==> src/rtl/fp_add_sequencer_pkg.sv <==
// fp_add_sequencer_pkg: float classification and sequencer types shared by the adder front end
package fp_add_sequencer_pkg;
    typedef enum logic [1:0] {FP_ZERO, FP_NORM, FP_INF, FP_NAN} fp_class_t;
    typedef enum logic [1:0] {IDLE, LAUNCH, WAIT, OUTPUT} seq_state_t;
    localparam logic [31:0] CANON_NAN = 32'h7FC0_0000;
    localparam logic [31:0] POS_ZERO = 32'h0000_0000;
    localparam logic [7:0] EXP_MAX = 8'hFF;
    // Denormals classify as zero: the adder path is flush-to-zero.
    function automatic fp_class_t fp_classify(logic [31:0] f);
        return f[30:23] == 8'h00 ? FP_ZERO
             : f[30:23] != EXP_MAX ? FP_NORM
             : f[22:0] != 23'h0 ? FP_NAN
             : FP_INF;
    endfunction
endpackage

==> src/rtl/fp_add_sequencer_special_case.sv <==
// fp_add_sequencer_special_case: resolves operand pairs whose sum is known without the adder
module fp_add_sequencer_special_case #(
    parameter logic [31:0] CANON_NAN = 32'h7FC0_0000
) (
    input  logic [31:0] A,
    input  logic [31:0] B,
    output logic        IsBypass,
    output logic [31:0] Result,
    output logic        Zero,
    output logic        Inf,
    output logic        Nan
);
    import fp_add_sequencer_pkg::*;
    fp_class_t classA, classB, resClass;
    logic cancels;
    assign classA = fp_classify(A);
    assign classB = fp_classify(B);
    assign cancels = A[30:0] == B[30:0] && A[31] != B[31];
    always_comb begin
        IsBypass = classA != FP_NORM || classB != FP_NORM || cancels;
        Result = (classA == FP_NAN || classB == FP_NAN) ? CANON_NAN
               : (classA == FP_INF && classB == FP_INF && A[31] != B[31]) ? CANON_NAN
               : classA == FP_INF ? A
               : classB == FP_INF ? B
               : (classA == FP_ZERO && classB == FP_ZERO) ? {A[31] & B[31], 31'h0}
               : classA == FP_ZERO ? B
               : classB == FP_ZERO ? A
               : POS_ZERO;
    end
    assign resClass = fp_classify(Result);
    assign Zero = IsBypass && resClass == FP_ZERO;
    assign Inf = IsBypass && resClass == FP_INF;
    assign Nan = IsBypass && resClass == FP_NAN;
endmodule

==> src/rtl/fp_add_sequencer.sv <==
// fp_add_sequencer: issue/retire stage ahead of FloatingPointAdder with local special-case bypass
module fp_add_sequencer #(
    parameter int          FIFO_DEPTH = 2,
    parameter int          TIMEOUT_CYCLES = 64,
    parameter logic [31:0] CANON_NAN = 32'h7FC0_0000
) (
    input  logic        Clock,
    input  logic        Reset,
    input  logic        InValid,
    output logic        InReady,
    input  logic [31:0] InA,
    input  logic [31:0] InB,
    output logic [31:0] AddendA,
    output logic [31:0] AddendB,
    output logic        Go,
    input  logic [31:0] AdderResult,
    input  logic        AdderDone,
    output logic        OutValid,
    input  logic        OutReady,
    output logic [31:0] Result,
    output logic        Zero,
    output logic        Inf,
    output logic        Nan,
    output logic        Timeout,
    output logic        Busy
);
    import fp_add_sequencer_pkg::*;
    localparam int PW = $clog2(FIFO_DEPTH);
    localparam int TW = $clog2(TIMEOUT_CYCLES + 1);
    seq_state_t state, nextState;
    logic [31:0] memA [FIFO_DEPTH];
    logic [31:0] memB [FIFO_DEPTH];
    logic [PW-1:0] wrPtr, rdPtr;
    logic [PW:0] count;
    logic [TW-1:0] timer;
    logic [31:0] opA, opB, resReg, bypResult, cleanResult;
    logic zeroReg, infReg, nanReg, timeoutReg;
    logic push, pop, timerExpired, bypass, bypZero, bypInf, bypNan, cleanZero, cleanInf;

    assign push = InValid && InReady;
    assign pop = state == IDLE && count != '0;
    assign timerExpired = timer == TW'(TIMEOUT_CYCLES - 1);

    // The FIFO head is classified while still in IDLE so a bypass result is ready one cycle after the pop.
    fp_add_sequencer_special_case #(.CANON_NAN(CANON_NAN)) specialCase (
        .A(memA[rdPtr]),
        .B(memB[rdPtr]),
        .IsBypass(bypass),
        .Result(bypResult),
        .Zero(bypZero),
        .Inf(bypInf),
        .Nan(bypNan)
    );

    assign cleanInf = AdderResult[30:23] == EXP_MAX;
    assign cleanZero = AdderResult[30:23] == 8'h00;
    assign cleanResult = cleanInf ? {AdderResult[31], EXP_MAX, 23'h0}
                       : cleanZero ? {AdderResult[31], 31'h0}
                       : AdderResult;

    always_ff @(posedge Clock) begin
        if (push) begin
            memA[wrPtr] <= InA;
            memB[wrPtr] <= InB;
        end
    end

    always_ff @(posedge Clock) begin
        if (Reset) begin
            wrPtr <= '0;
            rdPtr <= '0;
            count <= '0;
        end else begin
            if (push) wrPtr <= wrPtr + PW'(1);
            if (pop) rdPtr <= rdPtr + PW'(1);
            count <= count + (PW+1)'(push) - (PW+1)'(pop);
        end
    end

    always_ff @(posedge Clock) begin
        if (Reset) begin
            opA <= '0;
            opB <= '0;
            resReg <= '0;
            {zeroReg, infReg, nanReg, timeoutReg} <= '0;
            timer <= '0;
        end else begin
            timer <= state == WAIT ? timer + TW'(1) : '0;
            if (pop) begin
                opA <= memA[rdPtr];
                opB <= memB[rdPtr];
            end
            if (pop && bypass)
                {resReg, zeroReg, infReg, nanReg, timeoutReg} <= {bypResult, bypZero, bypInf, bypNan, 1'b0};
            else if (state == WAIT && AdderDone)
                {resReg, zeroReg, infReg, nanReg, timeoutReg} <= {cleanResult, cleanZero, cleanInf, 2'b00};
            else if (state == WAIT && timerExpired)
                {resReg, zeroReg, infReg, nanReg, timeoutReg} <= {CANON_NAN, 4'b0011};
        end
    end

    always_ff @(posedge Clock) begin
        state <= Reset ? IDLE : nextState;
    end

    // AdderDone is checked before the timer, so a completion on the last WAIT cycle still wins.
    always_comb begin
        nextState = state == IDLE ? (pop ? (bypass ? OUTPUT : LAUNCH) : IDLE)
                  : state == LAUNCH ? WAIT
                  : state == WAIT ? ((AdderDone || timerExpired) ? OUTPUT : WAIT)
                  : (OutReady ? IDLE : OUTPUT);
    end

    always_comb begin
        InReady = count != (PW+1)'(FIFO_DEPTH);
        Go = state == LAUNCH && !Reset;
        AddendA = opA;
        AddendB = opB;
        OutValid = state == OUTPUT;
        Result = resReg;
        Zero = state == OUTPUT && zeroReg;
        Inf = state == OUTPUT && infReg;
        Nan = state == OUTPUT && nanReg;
        Timeout = state == OUTPUT && timeoutReg;
        Busy = state != IDLE || count != '0;
    end
endmodule

==> config.mk <==
export PLATFORM = sky130hd
export DESIGN_NAME = fp_add_sequencer
export DESIGN_NICKNAME = d
export VERILOG_FILES = /design/src/rtl/fp_add_sequencer_pkg.sv /design/src/rtl/fp_add_sequencer_special_case.sv /design/src/rtl/fp_add_sequencer.sv
export SDC_FILE = /design/constraint.sdc
export NUM_CORES = 1
export LEC_CHECK = 0
export CAP_MARGIN = 20
export CORE_MARGIN = 5
export CORE_UTILIZATION = 50
export CTS_CLUSTER_DIAMETER = 200
export CTS_CLUSTER_SIZE = 30
export DETAILED_ROUTE_END_ITERATION = 10
export DONT_BUFFER_PORTS = 1
export GPL_TIMING_DRIVEN = 0
export MAX_ROUTING_LAYER = met4
export SLEW_MARGIN = 20
export SYNTH_ARGS = -nofsm -noshare
export SYNTH_HDL_FRONTEND = slang
export SYNTH_SLANG_ARGS = --single-unit
==> constraint.sdc <==
create_clock -name Clock -period 4.9 [get_ports Clock]
set_input_delay 0.98 -clock Clock [delete_from_list [all_inputs] [get_ports Clock]]
set_output_delay 0.98 -clock Clock [all_outputs]
set_load 0.03 [all_outputs]
; Word level (Yosys, flattened, before mapping)
; Memory sizes are Yosys's and may differ from the RTL's. A register that Yosys moved wholly into a read port is not among the register bits.
; Index checks and enable logic that the tools add are counted.
[totals]
reg_bits = 113
latch_bits = 0
ramBits = 128
romBits = 0
inputBits = 101
output_inout_bits = 104
elab_cells = 121
memories = 2
[classes]
n_addsub = 5
n_mul = 0
div_mod_pow = 0
order_cmp = 0
eq_ne = 19
shift = 0
muxes = 42
bitwise_logic = 2
n_reduce_logical = 39
[memory_table]
columns = memory, words, width, rd, rd_ports_with_merged_regs, wr, line
row1 = memA, 2, 32, 1, 1, 1, fp_add_sequencer.sv:31  ; logic [31:0] memA [FIFO_DEPTH];
row2 = memB, 2, 32, 1, 1, 1, fp_add_sequencer.sv:32  ; logic [31:0] memB [FIFO_DEPTH];
[op_table]
columns = op, count
row1 = $mux 32, 10
row2 = $reduce_bool 23->1, 3
row3 = $mux 31, 2
row4 = $logic_not 8->1, 4
row5 = $eq 31x31->1, 1
row6 = $mux 2, 12
row7 = $ne 8x8->1 const B, 3
row8 = $mux 1, 18
row9 = $logic_and 1x1->1, 17
row10 = $eq 2x2->1 const B, 8
row11 = $eq 8x8->1 const B, 1
row12 = $logic_not 2->1, 4
row13 = $add 7x1->7 const B, 1
row14 = $eq 7x6->1 const B, 1
row15 = $logic_or 1x1->1, 5
row16 = $ne 2x1->1 const B, 2
row17 = $reduce_bool 2->1, 2
row18 = $reduce_bool 3->1, 1
row19 = $reduce_or 3->1, 1
row20 = $add 1x1->1 const B, 2
row21 = $add 2x1->2, 1
row22 = $eq 2x1->1 const B, 1
row23 = $ne 2x2->1 const B, 1
row24 = $reduce_or 2->1, 1
row25 = other kinds (5), 5

; Logic depth before layout (Yosys ltp)
[depth]
depth_word = 19
depth_mapped = 17
depth_no_buf = 10

; Modules after synthesis
; Synthesis repeated with hierarchy kept, for this count alone.
[unflattened]
cells_unflattened = 869
hier_area_um2 = 10521.3
[by_module_without_submodules]
columns = module, instances, cells_per_inst, area_per_inst_um2, seq_area_each_um2
row1 = fp_add_sequencer, 1, 687, 9272.6, 6125.9
row2 = fp_add_sequencer_special_case, 1, 182, 1248.7, 0.0

; Least setup slack after synthesis
; Ideal clock, no wire load.
[synth_timing]
kind = input port to flip-flop
from = input port InValid
to = memory memA[0][0] (enable)
setup_ns = 0.486
t_arrival_ns = 3.761
required_time_ns = 4.414
slack_ns = 0.653
stages = 2
n_path_buf = 0
path_cell_list = nand2_1 -> nor2_1
[synth_between]
elab_chain_len = 3
[synth_rtl]
columns = element, line
row1 = "start, declared", fp_add_sequencer.sv:9  ; input logic InValid,
row2 = $logic_and 1x1->1, fp_add_sequencer.sv:40  ; assign push = InValid && InReady;
row3 = $mux 1, fp_add_sequencer.sv:62  ; if (push) begin
row4 = $mux 1 (not written as such), fp_add_sequencer.sv:63  ; memA[wrPtr] <= InA;
row5 = "end, declared", fp_add_sequencer.sv:31
; No other way between the ends.

==> metrics <==
Setup Crit Path Kind flip-flop to flip-flop; skew final 0.0485 ns; placed cells 1,195; worst-path fanout max 10; vias in the first global route 7,581; grt total ovfl 0; Die X 155 um; RSZ-0062 raised after global routing false; power share of the combinational group 28.8%; number of flops mapped to enable cells by yosys 128; num ports 205; share of power burned in registers 53.9%; Yosys top cell by area edfxtp_1; initial drt markers 748; initial antenna violation count 0; P_sw 2.85 mW; Hold Vio Cnt, Final 0; Leak 3.81 nW; Total GRT Usage 28.2%; setup TNS 0 ns; Initial Util 50.4%; Max VDD drop 0.000416 V; clk slew on worst S/H paths 0.12 ns; top post-synthesis cells by area edfxtp_1 (37%), dfxtp_1 (22%), mux2i_1 (5.9%); Sw Share 43.1%; CTS tree built; Worst slew margin 34.8%; die area 0.0240 mm^2; most frequent cells in the layout edfxtp_1 (128), dfxtp_1 (114), nor2_1 (106); Row Count 53; Max-Cap Viols 0; Resize count post-CTS 0; DRT Pass-1 Iters 5; most common cell after layout, fill and taps aside edfxtp_1; Synth Warn # 0; Setup-failing EPs final 0; vias 7,757; Async SR Flop Fraction 0%; count of pins over their slew limit 0; synthesis-to-finish area growth 8.06%; hpwl dp 27,700 um; Root Driver clkbuf_16; largest net degree at the start of global routing 52; WL/cell 28.2 um; HP Class flip-flop to flip-flop; post-route ant nets 0; clock tree sinks 242; clk buf depth 3; Post-Synthesis Cells 916; global-route wire length before repair 49,500 um; synthesized net count 1,021; status finished, final reports clean; DR vias/cell 6.38; CTS H-tree depth 1; WL final 34,300 um; Avg Cell Area, Syn 11.5 um^2; layout cells sized above 1 5.64%; Core Area 0.0208 mm^2; crit path DAT 4.88 ns; Distinct cells, synth 71; cell-internal power 3.76 mW; pwr dens 583 mW/mm^2; crit share post-route 91.4%; Top FF cell, synth edfxtp_1; CP Launch Type flip-flop; Achievable Freq 223 MHz; Syn Std Cell Area 0.0105 mm^2; slew of the pin with the lowest slew margin 0.970 ns; die height 155 um; Setup Buffers After CTS 0; hold_buf cts 0; final non-filler cell total 1,216; clock latency on the worst-skew pair 0.49 ns; #FFs+latches synth 242; Port Buf Inserts 0; Required @ worst endpoint 5.30 ns; Period minus WS final 4.48 ns; nature of the critical path endpoint flip-flop; total clock buffers created by CTS 12; Final nets 1,039; DRC 0; Clk network pwr share 17.3%; gpl congestion 0.987; sequential cell area fraction in the yosys report 58.4%; Yosys top cell area share 36.6%
-- metal layers --
metal | vias up | track usage [%] | routed length (um)
met1 | 3815 | 37.1 | 14100
met2 | 431 | 44.2 | 15900
met3 | 36 | 7.84 | 3670
met5 | - | - | 0
li1 | 3475 | - | -
met4 | 0 | 5.63 | 671
-- metrics by stage --
stage / util, % / worst slack [ns] / power (mW) / cell area, um^2 / hold slack [ns]
floorplan: - / 0.653 / 4.72 / 10500 / 0.430
global placement: 52.1 / -0.943 / 5.41 / 10800 / 0.442
detailed placement: 52.6 / 0.559 / 5.48 / 11000 / 0.458
CTS: 54.4 / 0.490 / 6.61 / 11300 / 0.483
global route: 54.4 / 0.183 / 6.89 / 11300 / 0.507
finish: 54.5 / 0.420 / 6.61 / 11300 / 0.476
-- layout make-up --
class / instances / area [um^2]
fillers: 1851 / 9480
flip-flops and latches: 242 / 6130
multi-input cells: 594 / 4040
clock buffers: 18 / 344
well taps: 275 / 344
plain buffers: 54 / 246
repair buffers: 4 / 110
inverters: 26 / 97.6
clock inverters: 1 / 30.0
diodes: 2 / 5.00
-- path summary, 6_finish.rpt --
check / startpoint / depth (start not counted) / to / slack [ns]
setup / recovery: flip-flop / 16 / Result[17]$_SDFFE_PP0P_ / 0.42
hold / removal: timer[0]$_SDFF_PP0_ / 1 / timer[0]$_SDFF_PP0_ / 0.48
setup reg to reg: flip-flop / 16 / Result[17]$_SDFFE_PP0P_ / 0.42
hold reg to reg: timer[0]$_SDFF_PP0_ / 1 / timer[0]$_SDFF_PP0_ / 0.48
-- cell usage after synthesis, types with 4 or more instances --
master	count
o22ai_1	28
or4_1	11
mux2i_1	62
a211oi_1	66
edfxtp_1	128
or3_1	5
inv_1	25
dfxtp_1	114
a21oi_1	32
a22oi_1	24
nand2_1	39
nor3_1	11
nor4_1	19
nand4_1	11
xor2_1	35
ha_1	4
nand3_1	12
xnor2_1	24
and2_1	4
o221ai_1	7
nor2b_1	7
buf_2	14
o211a_1	6
clkbuf_1	34
nor2_1	107
and3_1	15
-- power groups by stage --
stage / registers, mW / clock network (mW) / logic [mW]
2_1_floorplan: 3.44 / 0 / 1.29
3_3_place_gp: 3.62 / 0 / 1.79
3_5_place_dp: 3.61 / 0 / 1.87
4_1_cts: 3.56 / 1.17 / 1.88
5_1_grt: 3.60 / 1.25 / 2.04
6_report: 3.56 / 1.15 / 1.90
-- worst max-delay path, cell delays in order, from the launching register on --
cell and delay, ns:
dfxtp_1 0.43, buf_6 0.20, buf_2 0.30, buf_2 0.30, buf_4 0.26, buf_4 0.25
buf_2 0.39, mux2i_1 0.34, inv_1 0.08, ha_1 0.31, nand2_1 0.13, a21oi_1 0.06
o221a_2 0.18, nor3_2 0.51, buf_2 0.34, a22oi_1 0.12, a21oi_1 0.18
-- logic make-up (layout without fill, tap and decap cells) --
logic type,Yosys count,after routing,synth area share (%)
mux,63,63,6.02
simple gates,263,263,12.6
xor+xnor,59,59,4.92
buf+inv,80,103,3.28
other cells,0,2,0
compound gates,205,205,14.4
fa+ha+maj,4,4,0.477
flops,242,242,58.4
-- flip-flops by register name (all words and copies together) (netlist names), named ones only --
| name | flops |
|---|---|
| timeoutReg | 1 |
| AddendA | 32 |
| memB | 64 |
| count | 2 |
| Result | 32 |
| AddendB | 32 |
| wrPtr | 1 |
| state | 2 |
| timer | 7 |
| nanReg | 1 |
| infReg | 1 |
| memA | 64 |
| rdPtr | 1 |
| zeroReg | 1 |
(Power assumes the default switching activity.)
